===== src/rtl/svn_scan_ctrl.sv =====
// Eight-digit multiplexed 7-segment scan controller with a double-buffered
// display value that only swaps at frame boundaries, so a frame never shows a mix of two values.
module svn_scan_ctrl #(
  parameter int DIV = 100000
) (
  input  logic        clk,
  input  logic        sys_rst_n,
  input  logic [31:0] data,
  input  logic [7:0]  dp_mask,
  input  logic        data_valid,
  output logic        data_ready,
  input  logic        blank_lz,
  output logic [3:0]  digit,
  output logic        dp,
  output logic [7:0]  AN,
  output logic        blank,
  output logic        frame_done
);

  localparam int            CW      = (DIV > 1) ? $clog2(DIV) : 1;
  localparam logic [CW-1:0] CNT_MAX = CW'(DIV - 1);

  logic [CW-1:0] r_cnt;
  logic [2:0]    r_idx;
  logic [31:0]   r_pend_data;
  logic [7:0]    r_pend_dp;
  logic          r_full;
  logic [31:0]   r_active;
  logic [7:0]    r_active_dp;
  logic          r_ready;
  logic [3:0]    r_digit;
  logic          r_dp;
  logic [7:0]    r_an;
  logic          r_blank;
  logic          r_frame_done;

  logic [CW-1:0] w_cnt_next;
  logic [2:0]    w_idx_next;
  logic          w_tick;
  logic          w_boundary;
  logic          w_xfer;
  logic          w_load;
  logic          w_full_next;
  logic [31:0]   w_active_next;
  logic [7:0]    w_active_dp_next;
  logic [7:0]    w_upper_zero;
  logic          w_blank_next;
  logic [3:0]    w_digit_next;
  logic          w_dp_next;
  logic [7:0]    w_an_next;

  // NOTE: every signal written in always_comb gets a default first, so no
  // path leaves it unassigned and no latch is inferred.
  always_comb begin
    w_tick      = (r_cnt == CNT_MAX);
    w_cnt_next  = w_tick ? '0 : r_cnt + CW'(1);
    w_idx_next  = w_tick ? r_idx + 3'd1 : r_idx;
    w_boundary  = w_tick && (r_idx == 3'd7);
    w_xfer      = w_boundary && r_full;
    w_load      = data_valid && r_ready;
    // load and transfer are exclusive: a load needs full=0, a transfer needs full=1
    w_full_next = w_load ? 1'b1 : (w_xfer ? 1'b0 : r_full);
    w_active_next    = w_xfer ? r_pend_data : r_active;
    w_active_dp_next = w_xfer ? r_pend_dp   : r_active_dp;
  end

  // Outputs are computed from next-state values so they change on the same
  // edge as the index, while still coming straight out of flops.
  always_comb begin
    w_upper_zero = '0;
    for (int i = 0; i < 8; i++) begin
      w_upper_zero[i] = ((w_active_next >> (4 * i)) == 32'h0);
    end
    w_blank_next = blank_lz && (w_idx_next != 3'd0) && w_upper_zero[w_idx_next];
    w_digit_next = w_active_next[{w_idx_next, 2'b00} +: 4];
    w_dp_next    = ~w_active_dp_next[w_idx_next];
    w_an_next    = w_blank_next ? 8'hFF : ~(8'b1 << w_idx_next);
  end

  // NOTE: sequential state uses non-blocking assignments only, so every flop
  // samples the pre-edge values regardless of statement order.
  always_ff @(posedge clk) begin
    if (!sys_rst_n) begin
      // NOTE: the buffers are a handful of flops, not a RAM, so they are
      // reset along with everything else and a reset discards pending data.
      r_cnt        <= '0;
      r_idx        <= 3'd0;
      r_pend_data  <= 32'h0;
      r_pend_dp    <= 8'h0;
      r_full       <= 1'b0;
      r_active     <= 32'h0;
      r_active_dp  <= 8'h0;
      r_ready      <= 1'b1;
      r_digit      <= 4'h0;
      r_dp         <= 1'b1;
      r_an         <= 8'hFE;
      r_blank      <= 1'b0;
      r_frame_done <= 1'b0;
    end else begin
      r_cnt        <= w_cnt_next;
      r_idx        <= w_idx_next;
      r_full       <= w_full_next;
      r_ready      <= ~w_full_next;
      r_active     <= w_active_next;
      r_active_dp  <= w_active_dp_next;
      r_digit      <= w_digit_next;
      r_dp         <= w_dp_next;
      r_an         <= w_an_next;
      r_blank      <= w_blank_next;
      r_frame_done <= w_boundary;
      if (w_load) begin
        r_pend_data <= data;
        r_pend_dp   <= dp_mask;
      end
    end
  end

  assign data_ready = r_ready;
  assign digit      = r_digit;
  assign dp         = r_dp;
  assign AN         = r_an;
  assign blank      = r_blank;
  assign frame_done = r_frame_done;

endmodule


===== config.mk =====
export PLATFORM = sky130hd
export DESIGN_NAME = svn_scan_ctrl
export DESIGN_NICKNAME = d
export VERILOG_FILES = /design/src/rtl/svn_scan_ctrl.sv
export SDC_FILE = /design/constraint.sdc
export NUM_CORES = 1
export LEC_CHECK = 0
export BUFFER_PORTS_ARGS = -buffer_cell sky130_fd_sc_hd__buf_2
export CORE_ASPECT_RATIO = 0.9
export CORE_UTILIZATION = 59
export DETAILED_ROUTE_END_ITERATION = 6
export PLACE_DENSITY = 0.84
export SYNTH_ARGS = -nofsm -noshare
export SYNTH_HDL_FRONTEND = slang
export SYNTH_SLANG_ARGS = --single-unit

===== constraint.sdc =====
create_clock -name clk -period 2.5 [get_ports clk]
set_input_delay 0.25 -clock clk [delete_from_list [all_inputs] [get_ports clk]]
set_output_delay 0.25 -clock clk [all_outputs]
set_load 0.005 [all_outputs]

Word-level counts from Yosys, hierarchy flattened

Index checks and enable logic that the tools add are counted.
Widths: inputs -> output; s select.

Add/subtract/negate cells: 2
Shift-type cells: 2
Bitwise operators: 4
Reduce and logical (&&, ||, !) cells: 16
Magnitude comparators: 1
Mux-type cells: 10
Eq/ne operators: 2

Operators by type and width:

| operator              | count |
|---|---|
| $logic_not 32->1      | 8 |
| $mux 32               | 1 |
| $shiftx 32x6->4       | 1 |
| $add 17x1->17 const B | 1 |
| $eq 17x17->1 const B  | 1 |
| $mux 8                | 1 |
| $not 8->8             | 1 |
| $shl 1x3->8 const A   | 1 |
| $bmux 1 s3            | 2 |
| $logic_and 1x1->1     | 5 |
| $mux 1                | 5 |
| $lt 3x4->1 const B    | 1 |
| $reduce_or 2->1       | 2 |
| $add 3x1->3 const B   | 1 |
| $eq 3x3->1 const B    | 1 |
| $mux 3                | 1 |
| $not 1->1             | 3 |
| $reduce_bool 3->1     | 1 |

Input port bits: 44
Flip-flop bits (word level): 117
Output and inout port bits: 16
Logic and storage cells: 51

Depth between registers and ports, before layout

Gate-level depths: netlist of the first run.

Word-level depth: 9
Depth in mapped cells: 10
Mapped depth without buffers: 9

Least setup slack after synthesis of the first run

Ideal clock, no wire load.

Kind: reg2reg
Start point: register r_cnt[0]
End point: register r_digit[3], in the netlist digit[3]
Clock period less this slack: 2.171 ns
Cell stages (with the launch flop): 11
Data arrival time: 2.044 ns
Slack: 0.329 ns
Required time: 2.373 ns
Path through: dfxtp_1 ha_1 and4_4 and4_4 buf_8 mux2i_1 buf_4 nor2_1 a311o_1 nand4_1 o211ai_1

Cells in the longest elaborated chain, start to end: 5

Ends and longest elaborated chain:

| element                  | RTL line | RTL |
|---|---|---|
| start: declaration       | 23       | `logic [CW-1:0] r_cnt;` |
| start signal: assignment | 100      | `r_cnt <= w_cnt_next;` |
| $eq 17x17->1 (*)         | 55       | `w_tick = (r_cnt == CNT_MAX);` |
| $logic_and 1x1->1        | 58       | `w_boundary = w_tick && (r_idx == 3'd7);` |
| $logic_and 1x1->1        | 59       | `w_xfer = w_boundary && r_full;` |
| $mux 32                  | 63       | `w_active_next = w_xfer ? r_pend_data : r_active;` |
| $shiftx 32x6->4 (*)      | 75       | `w_digit_next = w_active_next[{w_idx_next, 2'b00} +: 4];` |
| end signal: assignment   | 106      | `r_digit <= w_digit_next;` |
| end: declaration         | 31       | `logic [3:0] r_digit;` |

Mark *: on every way between the ends. The rest lies on a longest branch, timed or not.
A chain may end at the register's enable or synchronous reset.

Final worst setup path of the first run

Start point: register r_cnt[13]
End point: register r_an[3], in the netlist AN[3]

Cells in the longest elaborated chain, start to end: 9

Ends and longest elaborated chain:

| element                          | RTL line | RTL |
|---|---|---|
| $eq 17x17->1 (*)                 | 55       |  |
| $logic_and 1x1->1                | 58       |  |
| $logic_and 1x1->1                | 59       |  |
| $mux 32                          | 63       |  |
| $logic_not 32->1                 | 72       | `w_upper_zero[i] = ((w_active_next >> (4 * i)) == 32'h0);` |
| $bmux 1 s3                       | 74       | `w_blank_next = blank_lz && (w_idx_next != 3'd0) && w_upper_zero[w_idx_next];` |
| $mux 1 (not written as such)     | 74       |  |
| $logic_and 1x1->1                | 74       |  |
| $reduce_or 2->1 (no source line) | n/a      |  |
| end signal: assignment           | 108      | `r_an <= w_an_next;` |
| end: declaration                 | 33       | `logic [7:0] r_an;` |

Mark *: on every way between the ends. The rest lies on a longest branch, timed or not. The select of a mux whose other input is x is not followed.

==> results list, run 1 <==
* Combinational share of power: 5.8%
* Worst endpoint data arrival time: roughly 2.8 ns
- Unrepaired setup endpoints after global routing: false
* CTS tree: done
- Ranking of synthesized cells by area: sky130_fd_sc_hd__dfxtp_1 (41%), sky130_fd_sc_hd__nand2_1 (14%), sky130_fd_sc_hd__a21boi_0 (11%)
- Number of vias after detailed routing: 5,687
- Data on the critical path is required at its endpoint by between 2 and 3 ns.
- Clock Power Share: roughly 54%
* Overall power: a little under 5000 uW
* Critical-path top delay cell: sky130_fd_sc_hd__mux2_2
* Critical Path End Type: register
* Detailed-routing iteration count for the pre-antenna-repair pass: 5
- Multi-input logic area: between 3000 and 4000 um2
- The floorplan step defined a core boundary enclosing between 9000 and 10,000 um2.
- Averaged over all synthesized cells, the footprint is a little over 8 um2.
- Site row count: 33
- Largest net degree at the start of global routing: 41
- Nature of the critical path startpoint: register
- The final critical path takes up a little over nine tenths of the cycle.
- Hold WC Path Type: primary input to register
- Global-route total usage across every layer: a little over a third
- Die outline area: about 10000 um2
* PortBufs: 59
- Maximum level of the CTS H-tree: 4
- Summing every instance area after synthesis gives between 5000 and 6000 um2.
* # diodes: 0
- The congestion estimate from routability-driven global placement came to 0.936.
* Area grow syn2layout: 28.2%
- Of all cell types, the one taking the most synthesized area is sky130_fd_sc_hd__dfxtp_1.
* Post-DP HPWL: 11,200 um
* Critical path buffer and inverter count: 1
- Overall routed net length: ~17,000 um
- Summed over all failing endpoints, the final setup total negative slack is 0 ns.
- Number of cells produced by synthesis: 694
- Number of unique standard cell types used by synthesis: a little over 60
- Remaining Overflow, GRT: 0
- In this design, the stage delay of the slowest critical-path cell is between 0.4 and 0.5 ns.
- The number of placed instances, taps included, is 860.
- The setup path with the least slack is of type register to register.
- Mapped Nets: roughly 740
- After clock tree synthesis, the clock-pin slew on the worst setup and hold paths is roughly 0.06 ns.
- In the routed design, unresolved DRC markers number 0.
* Switching component of the power: 1040 uW
* Maximum capacitance violations: 0
- Power Internal: about 3800 uW
- Min cycle time layout: 2.36 ns
- Fraction of final layout cells sized beyond drive strength 1: between 10% and 20%
- Setup clock skew after layout: ~0.0053 ns
* CTS Root Cell: sky130_fd_sc_hd__clkbuf_8
- Post-synth top area share: approximately two fifths
* Clock net sink count: 117
- Initial antenna violation count: 0
* Final-stage net count: around 850
- Static power due to leakage: roughly 0.0027 uW
* Slew margin rel.: between 50% and 60%
* Num CTS Buffers: 17
- IR analysis of the VDD net gives a maximum drop of approximately 0.52 mV.
* First-pass GRT wire length: roughly 27,000 um
- The number of pins exceeding their max-slew limit in the final report was 0.
* Dpl cell area: around 6000 um2
* Mean number of vias per cell: 6.08
- Number of warning messages in the yosys log: 0
* Fillers: a little over 600
- In this run the worst path has a maximum fanout of 7.
- In this run switching power makes up about 22% of total power.
* Total of endpoints with negative setup slack in the final report: 0
- The run finished with clean final reports.
- Drt wl/cell: about 19 um
- Final Hold Vio Count: 0
- The signal on the critical path passes through buf_4 -> nor4b_4 -> and4_4 -> mux2_2 -> o21a_1 -> o211a_1 -> nand4_2 -> nand4_1.
* Number of I/O pins: 60
- In this run the remaining antenna-violating nets after routing total 0.
- Power density over the cells: around 670 nW/um2
- Worst-Skew Late Latency: about 0.54 ns
* Via count of the first global-routing pass: between 5,000 and 6,000
* Worst Max-Slew Pin Slew: about 0.6 ns
- The first routing iteration left 560 violations.
- Post-route cell area: between 7000 and 8000 um2
* Sequential fraction of design power: about two fifths
- After synthesis, the share of flip-flops with an asynchronous set or reset is 0%.
* Initial Utilization: between 60 and 70%
- Achievable frequency: 0.424 GHz
- Number of standard cells in the layout, taps in and fillers out: roughly 940
- Dominant synthesized flop cell: sky130_fd_sc_hd__dfxtp_1
* Sequential Area: between 2000 and 2500 um2
- On the critical path the largest part of the delay comes from simple AND/OR/NAND/NOR gates.
* PnR worst setup slack: roughly 0.14 ns
- The floorplan step set the die width to 105 um.
* Clock Tree Buf Depth: 2
- The die is around 95 um tall.
* Number of synthesized flops with an enable pin: 0
- Sequential fraction of the synthesis area: ~41%
* Count of state elements after synthesis: roughly 120
- OpenSTA, run right after detailed placement, puts the worst setup slack at 0.0424 ns.
==> worst paths after layout <==
kind / from / endpoint / slack, ns / cells past startpoint
max reg2reg: r_cnt[13] / AN[3] / 0.14 / 8
max: r_cnt[13] / AN[3] / 0.14 / 8
min reg2reg: r_active_dp[5] / r_active_dp[5] / 0.46 / 2
min: sys_rst_n / r_active[16] / 0.27 / 2
==> repair_timing <==
action	CTS	global route
gates resized for setup	0	5
endpoints found under the setup margin	0	15
buffers inserted	0	3
endpoints found under the hold margin	40	0
hold buffers	40	0
==> through the flow <==
step                      utilization [%]  hold slack, ns
after CTS                            77.9           0.254
after global placement               66.7           0.439
final                                78.6           0.272
after floorplan                         -           0.395
after global routing                 78.6           0.284
after detailed placement             66.7           0.454
==> cell families after synthesis <==
kind of cell    Yosys count  share of synthesized area, %
xor+xnor                 16                          3.15
flops                   117                          41.5
mux                      21                          4.06
simple gates            327                          26.1
buf+inv                  51                          4.01
compound gates          159                          20.5
fa+ha+maj                 3                         0.665
==> cells in the mapped netlist, types with 2 or more instances <==
library cell / count
sky130_fd_sc_hd__inv_1: 4
sky130_fd_sc_hd__and3_1: 5
sky130_fd_sc_hd__a31oi_1: 4
sky130_fd_sc_hd__buf_4: 2
sky130_fd_sc_hd__a21oi_1: 14
sky130_fd_sc_hd__nor2_1: 31
sky130_fd_sc_hd__a221oi_1: 8
sky130_fd_sc_hd__a211oi_1: 2
sky130_fd_sc_hd__ha_1: 3
sky130_fd_sc_hd__or3_1: 5
sky130_fd_sc_hd__xnor2_4: 2
sky130_fd_sc_hd__and4_4: 2
sky130_fd_sc_hd__buf_2: 7
sky130_fd_sc_hd__o21bai_1: 2
sky130_fd_sc_hd__or4_1: 6
sky130_fd_sc_hd__and4bb_1: 2
sky130_fd_sc_hd__o211ai_1: 2
sky130_fd_sc_hd__o31ai_1: 3
sky130_fd_sc_hd__mux2i_1: 17
sky130_fd_sc_hd__o2111ai_1: 2
sky130_fd_sc_hd__o21a_1: 3
sky130_fd_sc_hd__buf_1: 6
sky130_fd_sc_hd__o221ai_1: 6
sky130_fd_sc_hd__xor2_1: 9
sky130_fd_sc_hd__dfxtp_1: 117
sky130_fd_sc_hd__o21ai_1: 3
sky130_fd_sc_hd__nor3_1: 17
sky130_fd_sc_hd__nand4_1: 11
sky130_fd_sc_hd__nand2b_1: 3
sky130_fd_sc_hd__and2_1: 8
sky130_fd_sc_hd__xnor2_1: 5
sky130_fd_sc_hd__clkbuf_1: 29
sky130_fd_sc_hd__nand3_1: 13
sky130_fd_sc_hd__o22ai_1: 3
sky130_fd_sc_hd__o21ai_0: 13
sky130_fd_sc_hd__nor4b_2: 2
sky130_fd_sc_hd__nand2_1: 207
sky130_fd_sc_hd__mux2_2: 2
sky130_fd_sc_hd__a21boi_0: 81
sky130_fd_sc_hd__nor4_1: 11
==> cells in the final DEF, fill, tap and decap left out, drive strengths merged, types with 5 or more instances in the layout <==
cell type and instances:
a21boi 82, nor2 31, or4 6, dlygate4sd3 40, xnor2 7, xor2 9, a21oi 14, nor3 17
and2 8, or3 5, nor4 11, nand4 12, o221ai 6, nand2 207, a221oi 8, and3 5
clkbuf 23, nand3 13, buf 93, o21ai 16, dfxtp 117, mux2i 18
==> per-layer routing <==
metal  global-route usage (%)  wire [um]  vias to the layer above
li1                         -          -                     2647
met5                     3.57         31                        -
met3                     9.59       1480                       37
met2                     61.5       8390                      294
met4                     12.9        341                        2
met1                     43.8       7180                     2707
==> layout make-up <==
class                   count  area share [%]
clock buffers              23            6.72
clock inverters             8            2.01
inverters                   5           0.259
well taps                 122            2.11
multi-input cells         527            43.1
flip-flops and latches    117            32.4
repair buffers            133            13.5
==> power groups by stage <==
| stage | Sequential (uW) | Clock, uW | Combinational [uW] |
|---|---|---|---|
| 5_1_grt | 1970 | 2690 | 303 |
| 2_1_floorplan | 1980 | 0 | 138 |
| 6_report | 1960 | 2590 | 279 |
| 4_1_cts | 1960 | 2600 | 267 |
| 3_5_place_dp | 2000 | 0 | 218 |
| 3_3_place_gp | 2000 | 0 | 210 |
==> registers in the layout (all words and copies together), names as in the netlist <==
signal       flops
dp               1
r_pend_dp        8
r_cnt           17
data_ready       1
digit            4
r_full           1
r_active_dp      8
r_pend_data     32
AN               8
blank            1
frame_done       1
r_idx            3
r_active        32
No activity file was read; power rests on OpenSTA's default activity.
==> run 2: changes to the inputs <==
ABC_AREA = 1   (was not set)
CORE_UTILIZATION = 57   (was 59)
GPL_TIMING_DRIVEN = 0   (was not set)
PLACE_DENSITY = 0.83   (was 0.84)
==> results list, run 2 <==
- Outcome: completed
* Static power due to leakage: 0.00266 uW
- During I/O placement, the number of pins put on the boundary was 60.
- For this run, the share of the core covered by cells in the final layout is approximately three quarters.
* # diodes: 0
- Ranking of synthesized cells by area: sky130_fd_sc_hd__dfxtp_1 (48%), sky130_fd_sc_hd__nor2_1 (11%), sky130_fd_sc_hd__nand2_1 (8.9%)
- In this run the vertical extent of the chip is roughly 89 um.
- The floorplan has 31 rows.
- Measured in cells, the most critical reg-to-reg path has a length of 14.
- Setup clock skew after layout: roughly 0.0073 ns
* Largest fanout on the critical path: 10
- In the routed design, unresolved DRC markers number 0.
- Min cycle time layout: 2.35 ns
- On the final layout, the worst hold slack is ~0.00054 ns.
* Cell seen most often among critical-path stages: sky130_fd_sc_hd__nand2_1
- In the synthesized netlist, the number of instances is between 600 and 700.
- PortBufs: just under 60
* Remaining Overflow, GRT: 0
- CTS Root Cell: sky130_fd_sc_hd__clkbuf_8
* Endpoint of the most critical register-to-register path: AN[7]
- In the routed layout, each cell is associated on average with a via count of roughly 5.3.
- Maximum capacitance violations: 0
- Worst Max-Slew Pin Slew: 0.534 ns
- The top cell types in the final layout, fill and taps aside, are sky130_fd_sc_hd__nor2_1 (146), sky130_fd_sc_hd__dfxtp_1 (117), sky130_fd_sc_hd__nand2_1 (115), sky130_fd_sc_hd__inv_1 (63), sky130_fd_sc_hd__buf_2 (61).
- Hold path depth: 3
- The post-route netlist has about 16% of its cells at a drive strength greater than 1.
- TritonCTS built the clock tree.
- Leaving out filler cells and counting taps, the final layout contains 870.
- The largest registers in the layout are r_active: 32 flops, r_pend_data: 32 flops, r_cnt: 17 flops.
- Power density over the cells: about 770 nW/um2
- Worst reg2reg setup slack: about 0.15 ns
- The number of antenna violations at the first check in global routing is 0.
- Each instance of the synthesized netlist takes up on average about 7.3 um2.
- In this run the number of H-tree levels came out at 4.
- Dpl cell area: between 5000 and 6000 um2
* Initial DRC count: 320
- Area grow syn2layout: 25.2%
- Final weighted congestion of routability-driven global placement: 0.932
- Final Hold Vio Count: 0
- Counting flops with an async set or reset pin after synthesis yields a share of 0%.
* Worst endpoint data arrival time: around 2.8 ns
- Placed insts: slightly above 800
- The slowest stage of the critical path is the sky130_fd_sc_hd__dfxtp_1 cell.
- The detail route stage leaves a number of antenna-violating nets equal to 0.
- Clock tree synthesis inserted a total of 17 buffers.
- The worst setup path is launched from a register.
* Largest delay contributor family on the critical path: simple AND/OR/NAND/NOR gates
- Sequential fraction of the synthesis area: roughly half
* Post-route cell area: 6050 um2
* Number of unique standard cell types used by synthesis: 36
- The worst setup path is captured at a register.
- Chain of cells forming the critical path: ha_1 -> nand3_2 -> nor3_4 -> nand4_4 -> buf_6 -> nand2_1 -> nand2_1 -> nor2_1 -> nand2_1 -> nor2_1 -> nand2_1 -> nor2_2 -> nand2_1 -> nand3_1
- Detailed-routing iteration count for the pre-antenna-repair pass: 5
* Worst-Skew Late Latency: about 0.52 ns
- STA puts the critical path data required time at between 2 and 3 ns.
- The path with the worst hold slack has its endpoint at r_pend_data[18].
- Clock-pin slew on the worst setup and hold paths: roughly 0.06 ns
- During synthesis, Yosys emitted a total of 0 warnings.
* Max-slew violations: 0
- Clock Tree Buf Depth: 2
* Die outline area: 8850 um2
* Most used standard cells in the synthesized netlist: sky130_fd_sc_hd__nor2_1 (146), sky130_fd_sc_hd__dfxtp_1 (117), sky130_fd_sc_hd__nand2_1 (115)
- Critical path buffer and inverter count: 1
- Max rail drop VDD: 0.430 mV
- The startpoint identified for the worst hold timing path is data[18].
* Classification of the worst setup path: register to register
* Achievable frequency: 0.426 GHz
- The synthesized design devotes to its leading area cell type 48.5% of total area.
- Dominant synthesized flop cell: sky130_fd_sc_hd__dfxtp_1
- Initial Utilization: around three fifths
* Clock net sink count: 117
* Maximum single-stage delay on the critical path: between 0.3 and 0.4 ns
- Summed instance area of the synthesized netlist: approximately 4800 um2
* Setup tns final: 0 ns
* Largest net degree at the start of global routing: 17
- Count of state elements after synthesis: between 100 and 150
* Die X: 99.1 um
- Worst reg2reg path startpoint: r_cnt[0]
- The number of global-route vias before repair was ~4,300.
- Most common library cell in the layout ignoring fill and taps: sky130_fd_sc_hd__nor2_1
- The first global-routing pass estimated around 19,000 um of wire.
* Mapped Nets: approximately 700
- sky130_fd_sc_hd__nor2_1 is the most common cell in the netlist.
- Fin crit share: 93.8%
- Setup violations remaining at the end of the flow were counted as 0.
- In the final routed layout, each cell accounts on average for approximately 14 um.
- Slew margin rel.: about 64%
- Global routing used between 20 and 30% of the available tracks across all layers.
* Hold WC Path Type: primary input to register
* Core footprint: slightly above 8000 um2
- Number of synthesized flops with an enable pin: 0
- The routed layout has approximately 4,600 vias.
- Final-stage net count: slightly above 800
- The largest total area in the synthesized netlist belongs to sky130_fd_sc_hd__dfxtp_1.
* Post-DP HPWL: between 8000 and 9000 um
- After detailed routing, the total wire length is roughly 12,000 um.
## run 2: worst max path at each step
stage,from,end,cells past startpoint
6_report,r_cnt[0],AN[7],14
5_1_grt,r_cnt[0],AN[4],14
2_1_floorplan,r_cnt[0],blank,14
3_3_place_gp,r_cnt[0],blank,12
4_1_cts,r_cnt[0],AN[5],12
3_5_place_dp,r_cnt[0],blank,12
## run 2: per-layer routing
| layer | GRT usage [%] | part of all wire [%] | up-vias |
|---|---|---|---|
| met2 | 50.9 | 49 | 175 |
| met1 | 31.9 | 41 | 2099 |
| met5 | 0 | 0 | - |
| met4 | 14.4 | 3.6 | 0 |
| met3 | 6.49 | 6.3 | 46 |
| li1 | - | - | 2305 |
## run 2: worst reg2reg max path: stages (launching register included)
cell                      delay [ns]
sky130_fd_sc_hd__dfxtp_1        0.34
sky130_fd_sc_hd__ha_1           0.20
sky130_fd_sc_hd__nand3_2        0.14
sky130_fd_sc_hd__nor3_4         0.26
sky130_fd_sc_hd__nand4_4        0.20
sky130_fd_sc_hd__buf_6          0.20
sky130_fd_sc_hd__nand2_1        0.08
sky130_fd_sc_hd__nand2_1        0.09
sky130_fd_sc_hd__nor2_1         0.15
sky130_fd_sc_hd__nand2_1        0.06
sky130_fd_sc_hd__nor2_1         0.08
sky130_fd_sc_hd__nand2_1        0.09
sky130_fd_sc_hd__nor2_2         0.14
sky130_fd_sc_hd__nand2_1        0.14
sky130_fd_sc_hd__nand3_1        0.11
## run 2: timing repair
item / 4_1_cts / 5_1_grt
gates resized for setup: 0 / 8
buffers inserted: 0 / 1
setup endpoints to repair: 0 / 6
hold buffers: 15 / 0
endpoints found under the hold margin: 15 / 0
## run 2: area by class of cell
type / instances / area [um2]
sequential: 117 / 2340
multi-input combinational: 447 / 2120
fill: 588 / 2100
clock buffer: 23 / 457
timing repair buffer: 75 / 453
inverter: 72 / 270
clock inverter: 9 / 150
buffer: 28 / 135
tap: 99 / 124
## run 2: cells by family (layout without fill, tap and decap cells)
family | after synthesis | in the layout | synth area share (%)
compound gates | 109 | 109 | 12.1
fa+ha+maj | 3 | 3 | 0.777
buf+inv | 100 | 207 | 8.29
simple gates | 331 | 332 | 29.8
flops | 117 | 117 | 48.5
xor+xnor | 3 | 3 | 0.544
## run 2: through the flow
step	total power, uW	setup slack (ns)
floorplan	2120	0.561
global placement	2190	0.228
detailed placement	2200	0.168
CTS	4660	0.153
global route	4780	-0.0291
finish	4660	0.154
## run 2: power by group
part	internal [uW]	total [uW]	switching [uW]
clock network	1660	2480	816
registers	1930	1960	28.8
logic	89.1	226	137
